### src/rtl/mem_store_unit.sv
// Store formatter and write buffer between the execute stage and data memory.
// Latency: a store taken at edge T drives mem_req from the cycle right after T when the buffer was empty.
// Backpressure: stall is high while the buffer is full. Memory backpressure comes from mem_ack, and the request holds until it is acked.
//
// Ports:
//   clock, reset            clock and synchronous active-high reset
//   enable, aluopselect     op valid and op class (a store is 3'b100)
//   aluoperation            000 SB, 001 SH, 010 SW; other codes are illegal
//   aluin1, aluin2          byte address and store data
//   stall                   buffer full; a store presented now is not taken
//   store_err               one-cycle pulse when a misaligned or illegal store is dropped
//   mem_req/addr/wdata/be   write request to memory and its payload
//   mem_ack                 memory accepts the current request this cycle
//   store_done              one-cycle pulse in the cycle after each accepted request
module mem_store_unit #(
  parameter int N     = 32,
  parameter int DEPTH = 2
) (
  input  logic         clock,
  input  logic         reset,
  input  logic         enable,
  input  logic [2:0]   aluopselect,
  input  logic [2:0]   aluoperation,
  input  logic [N-1:0] aluin1,
  input  logic [N-1:0] aluin2,
  output logic         stall,
  output logic         store_err,
  output logic         mem_req,
  output logic [N-1:0] mem_addr,
  output logic [N-1:0] mem_wdata,
  output logic [3:0]   mem_be,
  input  logic         mem_ack,
  output logic         store_done
);

  localparam int AW = (DEPTH > 1) ? $clog2(DEPTH) : 1;
  localparam int CW = AW + 1;
  localparam logic [CW-1:0] FULL = CW'(DEPTH);

  typedef enum logic {S_IDLE = 1'b0, S_REQ = 1'b1} state_e;

  state_e        state_q, state_d;
  logic [AW-1:0] wr_ptr_q, wr_ptr_d, rd_ptr_q, rd_ptr_d;
  logic [CW-1:0] count_q, count_d, remain;
  logic          stall_q, stall_d;
  logic          store_err_q, store_err_d;
  logic          store_done_q, store_done_d;
  logic [N-1:0]  addr_q, addr_d, wdata_q, wdata_d;
  logic [3:0]    be_q, be_d;

  logic [N-1:0]  addr_mem  [DEPTH];
  logic [N-1:0]  wdata_mem [DEPTH];
  logic [3:0]    be_mem    [DEPTH];

  logic          is_store, legal, aligned, push, bad, pop, load;
  logic [N-1:0]  fmt_addr, fmt_wdata;
  logic [3:0]    fmt_be;

  // Decode, check, and lane-format the op on the input side.
  always_comb begin
    legal     = 1'b0;
    aligned   = 1'b0;
    fmt_be    = 4'b0000;
    fmt_wdata = '0;
    case (aluoperation)
      3'b000: begin
        legal     = 1'b1;
        aligned   = 1'b1;
        fmt_be    = 4'b0001 << aluin1[1:0];
        fmt_wdata = {4{aluin2[7:0]}};
      end
      3'b001: begin
        legal     = 1'b1;
        aligned   = ~aluin1[0];
        fmt_be    = aluin1[1] ? 4'b1100 : 4'b0011;
        fmt_wdata = {2{aluin2[15:0]}};
      end
      3'b010: begin
        legal     = 1'b1;
        aligned   = (aluin1[1:0] == 2'b00);
        fmt_be    = 4'b1111;
        fmt_wdata = aluin2;
      end
      default: begin
        legal     = 1'b0;
        aligned   = 1'b0;
      end
    endcase
    fmt_addr = {aluin1[N-1:2], 2'b00};
    // The stall flag is registered. A pop in the same cycle does not open a slot for this store.
    is_store = enable && (aluopselect == 3'b100) && !stall_q;
    push     = is_store && legal && aligned;
    bad      = is_store && !(legal && aligned);
  end

  // Next-state logic for the FSM, the FIFO bookkeeping, and the presented request.
  always_comb begin
    state_d      = state_q;
    load         = 1'b0;
    pop          = (state_q == S_REQ) && mem_ack;
    count_d      = count_q + CW'(push) - CW'(pop);
    remain       = count_q - CW'(pop);
    wr_ptr_d     = wr_ptr_q + AW'(push);
    rd_ptr_d     = rd_ptr_q + AW'(pop);
    stall_d      = (count_d == FULL);
    store_err_d  = bad;
    store_done_d = pop;
    addr_d       = addr_q;
    wdata_d      = wdata_q;
    be_d         = be_q;

    case (state_q)
      S_IDLE: begin
        if (count_d != '0) begin
          state_d = S_REQ;
          load    = 1'b1;
        end
      end
      S_REQ: begin
        if (mem_ack) begin
          if (count_d == '0) state_d = S_IDLE;
          else               load    = 1'b1;
        end
      end
      default: state_d = S_IDLE;
    endcase

    // The new head is either a buffered entry or the store being written this cycle.
    // The second case applies when nothing else remains after the pop.
    if (load) begin
      if (remain == '0) begin
        addr_d  = fmt_addr;
        wdata_d = fmt_wdata;
        be_d    = fmt_be;
      end else begin
        addr_d  = addr_mem[rd_ptr_d];
        wdata_d = wdata_mem[rd_ptr_d];
        be_d    = be_mem[rd_ptr_d];
      end
    end
  end

  always_ff @(posedge clock) begin
    if (reset) begin
      state_q      <= S_IDLE;
      wr_ptr_q     <= '0;
      rd_ptr_q     <= '0;
      count_q      <= '0;
      stall_q      <= 1'b0;
      store_err_q  <= 1'b0;
      store_done_q <= 1'b0;
      addr_q       <= '0;
      wdata_q      <= '0;
      be_q         <= 4'b0000;
    end else begin
      state_q      <= state_d;
      wr_ptr_q     <= wr_ptr_d;
      rd_ptr_q     <= rd_ptr_d;
      count_q      <= count_d;
      stall_q      <= stall_d;
      store_err_q  <= store_err_d;
      store_done_q <= store_done_d;
      addr_q       <= addr_d;
      wdata_q      <= wdata_d;
      be_q         <= be_d;
    end
  end

  // Buffer storage. It has no reset because count and the pointers decide which entries are valid.
  always_ff @(posedge clock) begin
    if (push) begin
      addr_mem[wr_ptr_q]  <= fmt_addr;
      wdata_mem[wr_ptr_q] <= fmt_wdata;
      be_mem[wr_ptr_q]    <= fmt_be;
    end
  end

  assign stall      = stall_q;
  assign store_err  = store_err_q;
  assign store_done = store_done_q;
  assign mem_req    = (state_q == S_REQ);
  assign mem_addr   = addr_q;
  assign mem_wdata  = wdata_q;
  assign mem_be     = be_q;

endmodule

### config.mk
export PLATFORM = sky130hd
export DESIGN_NAME = mem_store_unit
export DESIGN_NICKNAME = d
export VERILOG_FILES = /design/src/rtl/mem_store_unit.sv
export SDC_FILE = /design/constraint.sdc
export NUM_CORES = 1
export LEC_CHECK = 0
export ABC_AREA = 1
export BUFFER_PORTS_ARGS = -buffer_cell sky130_fd_sc_hd__buf_2
export CAP_MARGIN = 20
export CORE_ASPECT_RATIO = 0.5
export CORE_MARGIN = 4
export CORE_UTILIZATION = 50
export CTS_CLUSTER_DIAMETER = 120
export DETAILED_ROUTE_END_ITERATION = 8
export PLACE_DENSITY = 0.71
export SLEW_MARGIN = 10
export SYNTH_ARGS = -nofsm -noshare
export SYNTH_HDL_FRONTEND = slang
export SYNTH_SLANG_ARGS = --single-unit
### constraint.sdc
create_clock -name clock -period 9 [get_ports clock]
set_clock_uncertainty 0.05 [all_clocks]
set_input_delay 1.8 -clock clock [delete_from_list [all_inputs] [get_ports clock]]
set_output_delay 1.8 -clock clock [all_outputs]
set_load 0.02 [all_outputs]
## Word-level counts from Yosys, hierarchy flattened

Memory sizes are Yosys's and may differ from the RTL's.
Cells that the tools add are included.

- Logic and storage cells: 56
- Register bits after elaboration: 76
- Input port bits: 74
- Memories: 3
- Bits in writable memories: 132

- Bitwise gates (word level): 2
- Shifts and indexed selects: 1
- Reductions and logical operators: 15
- Mux-type cells: 16
- Add/sub/neg operators: 5
- Equality and inequality tests: 4

Memories:

| memory | depth | width | rd ports | clocked after memory_dff | wr ports | RTL line | RTL |
|---|---|---|---|---|---|---|---|
| wdata_mem | 2 | 32 | 1 | 0 | 1 | 52 | `logic [N-1:0] wdata_mem [DEPTH];` |
| addr_mem | 2 | 30 | 1 | 0 | 1 | 51 | `logic [N-1:0] addr_mem [DEPTH];` |
| be_mem | 2 | 4 | 1 | 0 | 1 | 53 | `logic [3:0] be_mem [DEPTH];` |

Operators with widths:

| cell | number |
|---|---|
| case mux 32 bit (3 select lines) | 1 |
| 2-to-1 mux 32 bit | 2 |
| case mux 4 bit (3 select lines) | 1 |
| 2-to-1 mux 4 bit | 2 |
| logical AND 1 bit | 7 |
| 2-to-1 mux 1 bit | 7 |
| logical NOT 2 bit | 3 |
| case mux 1 bit (2 select lines) | 2 |
| left shift 1 x 2 -> 4 bit, first input constant | 1 |
| subtractor 2 x 1 -> 2 bit | 2 |
| equality test 3 x 1 -> 1 bit, second input constant | 1 |
| equality test 3 x 2 -> 1 bit, second input constant | 1 |
| equality test 3 bit, second input constant | 1 |
| logical NOT 3 bit | 1 |
| case mux 1 bit (3 select lines) | 1 |
| OR reduction 3 bit | 1 |
| adder 1 bit | 2 |
| adder 2 x 1 -> 2 bit | 1 |
| equality test 2 bit, second input constant | 1 |
| logical NOT 1 bit | 2 |
| NOT 1 bit | 2 |
| nonzero test 2 bit | 1 |

## Depth between registers and ports, before layout

- Depth in word-level cells: 11
- Mapped depth: 18
- Gate-level depth less buffers: 16

## Worst setup path before layout

OpenSTA, ideal clock, no wires.

- Path kind: input-to-reg
- From: in aluoperation[1]
- To: mem addr_mem[1][0] in the netlist's numbering, enable pin
- Data arrival time: 4.278 ns
- Stages on the path: 8
- Buffers on the path: 2
- Path slack: 4.241 ns
- Cells stage by stage: buf_2 > nor2_1 > buf_2 > nand2_1 > a21oi_1 > nand2_1 > inv_1 > ha_1

- Word-level cells in the longest chain between the ends: 7
- Elaborated cells between the ends (all ways): 10

RTL lines:

| element | RTL line | RTL |
|---|---|---|
| start, declared | 23 | `input logic [2:0] aluoperation,` |
| equality test 3 x 2 -> 1 bit, or another cell as far along | 65 | `case (aluoperation)` |
| OR reduction 3 bit (no source line) | -- |  |
| 2-to-1 mux 1 bit | 65 |  |
| logical AND 1 bit | 92 | `push = is_store && legal && aligned;` |
| logical AND 1 bit * | 92 |  |
| 2-to-1 mux 1 bit * | 171 | `if (push) begin` |
| 2-to-1 mux 1 bit (not written as such) * | 172 | `addr_mem[wr_ptr_q] <= fmt_addr;` |
| end, declared | 51 |  |

Every way passes the cells marked *; elsewhere a longest branch is shown, timed or not.

## Worst setup path after layout

- From: in aluoperation[0]
- To: reg wdata_q[21] (netlist: mem_wdata[21])

- Word-level cells in the longest chain between the ends: 11
- Elaborated cells between the ends (all ways): 18

RTL lines:

| element | RTL line | RTL |
|---|---|---|
| equality test 3 x 2 -> 1 bit, or another cell as far along | 65 |  |
| OR reduction 3 bit (no source line) | -- |  |
| 2-to-1 mux 1 bit | 65 |  |
| logical AND 1 bit | 92 |  |
| logical AND 1 bit * | 92 |  |
| adder 2 x 1 -> 2 bit * | 101 | `count_d = count_q + CW'(push) - CW'(pop);` |
| subtractor 2 x 1 -> 2 bit * | 101 |  |
| named net count_d[0] | 44 | `logic [CW-1:0] count_q, count_d, remain;` |
| logical NOT 2 bit | 121 | `if (count_d == '0) state_d = S_IDLE;` |
| 2-to-1 mux 1 bit | 121 |  |
| 2-to-1 mux 1 bit | 120 | `if (mem_ack) begin` |
| case mux 1 bit (2 select lines) * | 112 | `case (state_q)` |
| end signal, assigned | 164 | `wdata_q <= wdata_d;` |
| end, declared | 48 | `logic [N-1:0] addr_q, addr_d, wdata_q, wdata_d;` |

The timed path passes the listed nets; every way through them passes the cells marked *.
A chain may end at the register's enable or synchronous reset.

==> results.py <==
metrics = {
    "run_status": {
        "status": "complete, no violations",
    },
    "cts": {
        "cts_tree": "built",
        "clock_latency_ns": 0.49,
        "cts.sink_count": 206,
        "cts_root_buf": "clkbuf_16",
        "postCtsSetupRepairBufs": 0,
        "hold_buffers": 0,
        "clkSlewWorstSetupHoldPaths_ns": 0.06,
        "htreeDepth": 1,
        "numCtsBuffers": 20,
        "cts_buffer_depth": 3,
        "post_cts_resized": 0,
    },
    "logic_synthesis": {
        "synth_top_cell_area_share_pct": 41.1,
        "synth_top_area_cell": "edfxtp_1",
        "synth-main-ff-cell": "edfxtp_1",
        "yosys-top-cells-area": "edfxtp_1, dfxtp_1, nand3_1, nand2_1, inv_1",
        "seq_area_frac_synth_pct": 56.4,
        "synth_edf_count": 132,
        "synth.distinct_cells": 22,
        "synth_most_common_cell": "nand2_1",
        "synthCells": 1174,
        "ys_ff_latch": 206,
        "synthesis.area_mm2": 0.00965,
        "yosysWarnings": 0,
        "syn_area_per_cell_um2": 8.22,
        "ys_async_sr_fraction_pct": 0,
        "synth.cells.most_frequent": "nand2_1, nand3_1, inv_1, nor2_1, edfxtp_1",
    },
    "min_path": {
        "holdCritPathClass": "reg2reg",
    },
    "detailed_routing": {
        "num_vias": 8158,
        "first_pass_iters": 5,
        "ant_nets": 0,
        "wirelength_um": 25400,
        "drt-initial-drc-count": 655,
        "drc": 0,
        "wl_per_cell_um": 16.5,
        "via_per_inst": 5.30,
    },
    "place": {
        "gp_congestion": 0.852,
        "hpwl_um": 15500,
        "dpl-instance-area_mm2": 0.0104,
        "io_buffers": 143,
    },
    "critical_path": {
        "crit_type": "in2reg",
        "crit_fanout": 40,
        "cp_data_arrival_time_ns": 5.61,
        "critPathLaunchType": "primary input",
        "crit_path_end_kind": "flop",
        "cp.required_ns": 9.34,
    },
    "timing": {
        "min_period_ns": 5.27,
        "rsz0062_at_grt": "false",
        "tightestPinTransition_ns": 1.10,
        "holdWs_ns": 0.459,
        "finalSetupTns_ns": 0,
        "drv_slew": 0,
        "period_share_pct": 58.5,
        "fmax_ghz": 0.190,
        "slew-limit-headroom_pct": 26.3,
        "hold_viol": 0,
        "setup_viol": 0,
    },
    "final_layout": {
        "fin_util_pct": 59.3,
        "drive_gt1_share_pct": 15.1,
        "area_growth_pct": 14.6,
        "multi_input_area_mm2": 0.00327,
        "nNetsFinal": 1345,
        "final_area_mm2": 0.0111,
        "regArea_mm2": 0.00545,
        "fillers": 1673,
        "antenna_cells": 0,
    },
    "floorplan": {
        "core_area_mm2": 0.0187,
        "ios": 146,
        "num_rows": 35,
        "die_x_um": 204,
        "initial_core_util_pct": 51.7,
        "die_y_um": 106,
        "dieArea_mm2": 0.0217,
    },
    "power": {
        "ir_drop_mv": 0.153,
        "p_leak_nw": 5.27,
        "p_per_area_mw_per_mm2": 296,
    },
    "global_routing": {
        "grt_usage_pct": 22.9,
        "grt_pass1_wl_um": 40100,
        "first_global_vias": 7779,
        "antenna_found_initial": 1,
        "grt_max_degree": 68,
        "grt-ovfl-total": 0,
    },
    "job": {
        "max_cap_violations": 0,
    },
}
[worst max-delay path, stage by stage]
cell and delay [ns]:
buf_2 0.22, clkinv_1 0.77, nand3_1 0.51, nor2_1 0.08, nor2_1 0.09, a21oi_1 0.10
nand2_1 0.14, ha_1 0.24, inv_1 0.06, ha_1 0.23, inv_1 0.09, nand3_2 0.09
nand2_2 0.40, buf_4 0.50, nand2_1 0.12, nand2_1 0.08, nor2_1 0.05
[cell families (layout without fill, tap and decap cells)]
logic type / after synthesis / after routing / synth area share [%]
buffers and inverters: 237 / 343 / 10.1
AOI/OAI and AO/OA: 49 / 49 / 2.54
DFF: 206 / 206 / 56.4
and+or+nand+nor: 677 / 677 / 30.4
adders and majority gates: 4 / 4 / 0.519
other: 1 / 2 / 0.0389
[cell type report]
class | instances | share of cell area, %
Sequential cell | 206 | 49.2
Inverter | 155 | 5.26
Multi-Input combinational cell | 732 | 29.5
Timing Repair Buffer | 152 | 7.37
Clock buffer | 24 | 4.94
Tap cell | 259 | 2.93
Clock inverter | 12 | 0.758
[through the flow]
stage / power, mW / cells / worst slack [ns]
after global routing: 3.49 / 1540 / 3.28
after CTS: 3.29 / 1540 / 3.75
final: 3.27 / 1540 / 3.73
after detailed placement: 2.48 / 1504 / 3.23
after global placement: 2.44 / 1502 / 3.48
after floorplan: 2.13 / 1175 / 4.24
[sequential cells by signal, summed over array words and instances (netlist names)]
register,count
mem_req,1
wr_ptr_q,1
addr_mem,60
store_done,1
mem_be,4
mem_addr,30
mem_wdata,32
count_q,2
store_err,1
wdata_mem,64
be_mem,8
stall,1
rd_ptr_q,1
[report_power, final]
part	total, mW	internal (mW)	switching [mW]
sequential	1.15	1.10	0.0497
clock	0.816	0.463	0.353
combinational	1.30	0.384	0.915
[placed cells by master, fill, tap and decap left out, drive strengths merged, types with 4 or more instances in the layout]
cell type	synthesis	layout
nor2	149	149
inv	154	155
edfxtp	132	132
buf	51	152
dfxtp	74	74
clkinv	1	11
ha	4	4
nand4	26	26
clkbuf	31	24
nand2	254	254
nand3	245	245
a21oi	48	48
[routing by layer]
layer	vias up	track usage (%)	part of all wire, %
met3	48	4.48	8.5
met4	0	6.21	2.2
met1	3797	31.4	43
met5	-	0	0
met2	328	37.6	46
li1	3985	-	-
[path summary, 6_finish.rpt]
kind	start	to	slack [ns]	depth (start not counted)
worst max-delay path	aluoperation[0]	mem_wdata[21]	3.73	17
worst min register to register	mem_addr[23]	mem_addr[23]	0.46	4
worst min-delay path	mem_addr[23]	mem_addr[23]	0.46	4
worst max register to register	mem_req	mem_wdata[2]	5.73	9
Power figures use the tool's default switching activity.
